===== config.mk =====
export PLATFORM = sky130hd
export DESIGN_NAME = rom_loader
export DESIGN_NICKNAME = d
export VERILOG_FILES = /design/src/rtl/loader_pkg.sv /design/src/rtl/loader_word_asm.sv /design/src/rtl/rom_loader.sv
export SDC_FILE = /design/constraint.sdc
export NUM_CORES = 1
export LEC_CHECK = 0
export ABC_AREA = 1
export CAP_MARGIN = 20
export CELL_PAD_IN_SITES_DETAIL_PLACEMENT = 1
export CELL_PAD_IN_SITES_GLOBAL_PLACEMENT = 1
export CORE_UTILIZATION = 38
export CTS_CLUSTER_DIAMETER = 80
export DETAILED_ROUTE_END_ITERATION = 6
export PLACE_DENSITY = 0.87
export RECOVER_POWER = 100
export SLEW_MARGIN = 10
export SYNTH_ARGS = -nofsm -noshare
export SYNTH_HDL_FRONTEND = slang
export SYNTH_SLANG_ARGS = --single-unit

===== constraint.sdc =====
create_clock -name clk -period 2 [get_ports clk]
set_input_delay 0.4 -clock clk [delete_from_list [all_inputs] [get_ports clk]]
set_output_delay 0.4 -clock clk [all_outputs]
set_load 0.01 [all_outputs]

===== src/rtl/loader_pkg.sv =====
// Shared types and constants for the ROM byte-stream loader.
// The state enum is shared by the top and the bench-visible FSM.
package loader_pkg;

  typedef enum logic [2:0] {
    LEN0,
    LEN1,
    DATA,
    CSUM,
    DONE,
    ERR
  } state_t;

  localparam int HDR_BYTES  = 2;
  localparam int CSUM_BYTES = 1;

  // DONE and ERR are only left through rst_n.
  function automatic logic is_terminal(input state_t s);
    return (s == DONE) || (s == ERR);
  endfunction

endpackage


===== src/rtl/loader_word_asm.sv =====
// Assembles little-endian bytes into 32-bit words.
// Raises a strobe on the byte that completes a word.
module loader_word_asm (
  input  logic        clk,
  input  logic        rst_n,
  input  logic        push,
  input  logic [7:0]  data,
  output logic [31:0] word,
  output logic        word_done
);

  logic [1:0]  lane;
  logic [31:0] word_q;

  always_ff @(posedge clk) begin
    if (!rst_n) begin
      lane   <= '0;
      word_q <= '0;
    end else if (push) begin
      // NOTE: state registers use non-blocking assignment so every flop samples pre-edge values.
      word_q[{lane, 3'b000} +: 8] <= data;
      lane                        <= lane + 2'd1;
    end
  end

  // The completing byte is merged combinationally so the word is whole on the lane-3 edge.
  always_comb begin
    // NOTE: defaults first so no path through this block can infer a latch.
    word                        = word_q;
    word[{lane, 3'b000} +: 8]   = data;
    word_done                   = push && (lane == 2'd3);
  end

endmodule


===== src/rtl/rom_loader.sv =====
// Framed byte-stream loader for the instruction ROM: length header, payload words,
// checksum. Holds the core in reset until a good image has been written.
module rom_loader
  import loader_pkg::*;
#(
  parameter int ADDR_W      = 12,
  parameter int TIMEOUT_CYC = 1_000_000
) (
  input  logic              clk,
  input  logic              rst_n,
  input  logic              byte_valid_i,
  input  logic [7:0]        byte_data_i,
  output logic              byte_ready_o,
  output logic              rom_we_o,
  output logic [ADDR_W-1:0] rom_waddr_o,
  output logic [31:0]       rom_wdata_o,
  output logic              core_rst_n_o,
  output logic              busy_o,
  output logic              done_o,
  output logic              err_o
);

  localparam int          TO_W = $clog2(TIMEOUT_CYC + 1);
  localparam logic [31:0] CAP  = 32'd1 << ADDR_W;

  state_t            state;
  logic [7:0]        len_lo;
  logic [15:0]       n_q;
  logic [ADDR_W:0]   widx;
  logic [7:0]        csum;
  logic [TO_W-1:0]   idle;

  logic              fire;
  logic              in_frame;
  logic [15:0]       n_hdr;
  logic              last_word;
  logic              timeout;
  logic [31:0]       asm_word;
  logic              asm_done;

  assign byte_ready_o = rst_n && !is_terminal(state);
  assign fire         = byte_valid_i && byte_ready_o;
  assign in_frame     = state inside {LEN1, DATA, CSUM};
  assign n_hdr        = {byte_data_i, len_lo};
  assign last_word    = (32'(widx) + 32'd1) == 32'(n_q);
  assign timeout      = idle == TO_W'(TIMEOUT_CYC - 1);

  loader_word_asm u_word_asm (
    .clk       (clk),
    .rst_n     (rst_n),
    .push      (fire && (state == DATA)),
    .data      (byte_data_i),
    .word      (asm_word),
    .word_done (asm_done)
  );

  always_ff @(posedge clk) begin
    if (!rst_n) begin
      state        <= LEN0;
      len_lo       <= '0;
      n_q          <= '0;
      widx         <= '0;
      csum         <= '0;
      idle         <= '0;
      rom_we_o     <= 1'b0;
      rom_waddr_o  <= '0;
      rom_wdata_o  <= '0;
      core_rst_n_o <= 1'b0;
      busy_o       <= 1'b0;
      done_o       <= 1'b0;
      err_o        <= 1'b0;
    end else begin
      rom_we_o <= 1'b0;
      if (in_frame) idle <= fire ? '0 : idle + TO_W'(1);

      // An accepted byte wins over a timeout expiring on the same edge.
      if (fire) begin
        unique case (state)
          LEN0: begin
            len_lo <= byte_data_i;
            busy_o <= 1'b1;
            state  <= LEN1;
          end
          LEN1: begin
            n_q <= n_hdr;
            if (n_hdr == 16'd0) begin
              state <= CSUM;
            end else if (32'(n_hdr) > CAP) begin
              state  <= ERR;
              err_o  <= 1'b1;
              busy_o <= 1'b0;
            end else begin
              state <= DATA;
            end
          end
          DATA: begin
            csum <= csum + byte_data_i;
            if (asm_done) begin
              rom_we_o    <= 1'b1;
              rom_waddr_o <= widx[ADDR_W-1:0];
              rom_wdata_o <= asm_word;
              widx        <= widx + (ADDR_W + 1)'(1);
              if (last_word) state <= CSUM;
            end
          end
          CSUM: begin
            busy_o <= 1'b0;
            if (byte_data_i == csum) begin
              state        <= DONE;
              done_o       <= 1'b1;
              core_rst_n_o <= 1'b1;
            end else begin
              state <= ERR;
              err_o <= 1'b1;
            end
          end
          default: ;
        endcase
      end else if (in_frame && timeout) begin
        state  <= ERR;
        err_o  <= 1'b1;
        busy_o <= 1'b0;
      end
    end
  end

endmodule

==> flow_summary_export.csv <==
group,metric,value,unit
cells_and_area,diodes,0,
clock_network,cts_sinks,142,
logic_synthesis,syn_area_per_cell,7.36,sq um
clock_network,clock_latency,430,ps
placement,pre_cts_slack,-552,ps
cells_and_area,final_nets,1018,
worst_setup_path,required,2350,ps
clock_network,clkTransAtPathRegs,60,ps
grt,grt-ovfl-total,0,
cells_and_area,fillers,2107,
cells_and_area,mostFrequentLayoutCell,"dfxtp_1",
logic_synthesis,synthesis.instances,899,
sta,layout_min_cycle_time,1910,ps
grt,grt_usage,23.6,%
drt,wire_per_inst,17.1,um
power_and_ir_drop,peakVddDrop,665,uV
worst_setup_path,path_class,"reg -> reg",
clock_network,cts_buffers,17,
sta,period_share,95.3,%
worst_setup_path,cp-end-kind,"flop",
sta,setup_viol,0,
sta,final.setup.worst_slack,93.7,ps
worst_setup_path,r2r_slack,90,ps
sta,maxSlewHeadroom,67.0,%
drt,ant_nets,0,
worst_setup_path,crit_path_max_fanout,5,
logic_synthesis,ys_warn_count,0,
logic_synthesis,synthFlopType,"dfxtp_1",
placement,dpl_cell_area,7710,sq um
power_and_ir_drop,p_leak,3.46,nW
clock_network,cts_tree,"done",
placement,port_buffers,60,
logic_synthesis,syn_nets,925,
flow_run,cap_viol_max_count,0,
die,core,16800,sq um
die,chipWidth,134,um
grt,grt_max_degree,97,
logic_synthesis,ys_seq_area_share,42.9,%
worst_setup_path,cp_common_cell,"nand2_2",
drt,dr.pass1.iters,7,
die,fp-row-count,47,
worst_setup_path,arrival,2260,ps
drt,vias_per_cell,5.40,
drt,num_vias,6604,
worst_hold_path,hp-class,"reg -> reg",
sta,worst_pin_slew,488,ps
outcome,status,"completed",
clock_network,cts_max_level,4,
sta,hold_viol,0,
sta,slew_viol_final,0,
cells_and_area,final_cell_mix,"dfxtp_1 (139), nand2_1 (122), nor2_1 (119)",
cells_and_area,drive_above_1_share,15.5,%
logic_synthesis,synth_edf_count,0,
sta,fmax,525,MHz
drt,wirelength,20900,um
die,die_area,18000,sq um
grt,grt_pass1_wl,33500,um
sta,fin_tns_setup,0,ps
clock_network,cts.path.max_buffers,2,
power_and_ir_drop,power_density,786,nW/um^2
cells_and_area,area.growth.synth_to_final,28.4,%
worst_setup_path,worst_setup_path_start_kind,"flop",
logic_synthesis,ys_types,43,
logic_synthesis,ys_ff_latch,142,
placement,gp_congestion,0.814,
cells_and_area,multi_input_area,3390,sq um
die,start_util,39.4,%
drt,drc,0,
grt,antenna_found_initial,0,
clock_network,clock-root-buffer,"clkbuf_16",
placement,dp_hpwl,13800,um
drt,first_iter_violations,394,
worst_setup_path,path_cells,"ha_2 > nand2_1 > nor2_2 > nand2_2 > nor2_4 > nand2_2 > nor2_4 > nand2_2 > nor3_4 > o21ai_0 > a21oi_1",
cells_and_area,final_cell_area,8500,sq um
sta,fin_worst_skew,11.1,ps
clock_network,postCtsHoldBufs,0,
cells_and_area,regArea,2850,sq um
grt,grt_pass1_vias,6715,
logic_synthesis,async_flop_share,0,%
placement,dp.cells,1190,
worst_setup_path,slowest_stage,"dfxtp_1",
die,pin_count,61,
cells_and_area,layout.cells.non_filler,1224,
die,die_h,134,um
sta,rsz0062_at_grt,"true",
worst_setup_path,cpPeakStageDelay,390,ps
logic_synthesis,synthesis.area,6620,sq um
-- logic make-up (layout without fill, tap and decap cells) --
| logic type | count (synthesis) | after routing | synth area share, % |
|---|---|---|---|
| compound gates | 251 | 251 | 21.6 |
| xor+xnor | 6 | 6 | 0.794 |
| fa+ha+maj | 15 | 15 | 2.95 |
| buf+inv | 136 | 241 | 8.60 |
| flops | 142 | 142 | 42.9 |
| simple gates | 349 | 349 | 23.1 |
-- state kept, by name, indices dropped and copies added (netlist names) --
name,cells
rom_wdata_o,32
u_word_asm.word_q,24
idle,20
n_q,16
widx,13
rom_waddr_o,12
csum,8
len_lo,8
state,3
u_word_asm.lane,2
busy_o,1
done_o,1
err_o,1
rom_we_o,1
-- where the power goes --
group          leakage [nW]  total (mW)  internal, mW  switching [mW]
Combinational          2.02       0.496         0.188           0.308
Sequential             1.15        2.92          2.88          0.0405
Clock                 0.289        3.27          2.02            1.25
-- synth_stat cells, types with 9 or more instances --
cell type  count  area, sq um
nand2_1      127          477
inv_2          9         33.8
nor3_1        13         65.1
clkbuf_1      23         86.3
ha_1          14          175
o21ai_0       94          470
a211oi_2      10          125
a21oi_1       95          475
nand4_1       14         87.6
buf_2         12         60.1
nor2_1       123          462
o21ai_1       17         85.1
dfxtp_1      142         2840
nand3_1       41          205
inv_1         84          315
-- area by class of cell --
class / count / area share, %
multi-input cells: 621 / 39.9
flip-flops and latches: 142 / 33.5
repair buffers: 116 / 12.2
clock buffers: 21 / 5.41
inverters: 94 / 4.16
well taps: 220 / 3.24
clock inverters: 10 / 1.62
-- final timing paths --
path	from	to	cells past startpoint
max	idle[0]	idle[18]	11
min	n_q[14]	n_q[14]	2
max reg2reg	idle[0]	idle[18]	11
min reg2reg	n_q[14]	n_q[14]	2
-- stage by stage --
| step | utilization, % | hold slack [ps] | total power, mW |
|---|---|---|---|
| 2_1_floorplan | - | 429 | 3.24 |
| 3_3_place_gp | 45.8 | 439 | 3.43 |
| 3_5_place_dp | 45.8 | 449 | 3.44 |
| 4_1_cts | 49.4 | 458 | 6.71 |
| 5_1_grt | 50.6 | 487 | 6.91 |
| 6_report | 50.6 | 456 | 6.68 |
-- worst max-delay path, delay by kind of cell (launching register included) --
kind                       cells  cell delay (ps)
and+or+nand+nor                8              970
AOI/OAI and AO/OA              2              250
adders and majority gates      1              220
DFF                            1              390
-- routing by layer --
layer | wire, um | track usage (%) | vias up
met5 | 0 | 0 | -
met4 | 491 | 8.84 | 0
met3 | 733 | 4.27 | 45
met2 | 10500 | 42.1 | 146
met1 | 9170 | 28.1 | 3193
li1 | - | - | 3220
-- what timing repair did --
item	4_1_cts	5_1_grt
pin swaps	1	16
setup buffers	0	4
endpoints found under the setup margin	3	18
gates resized for setup	5	45
Power figures use the tool's default switching activity.
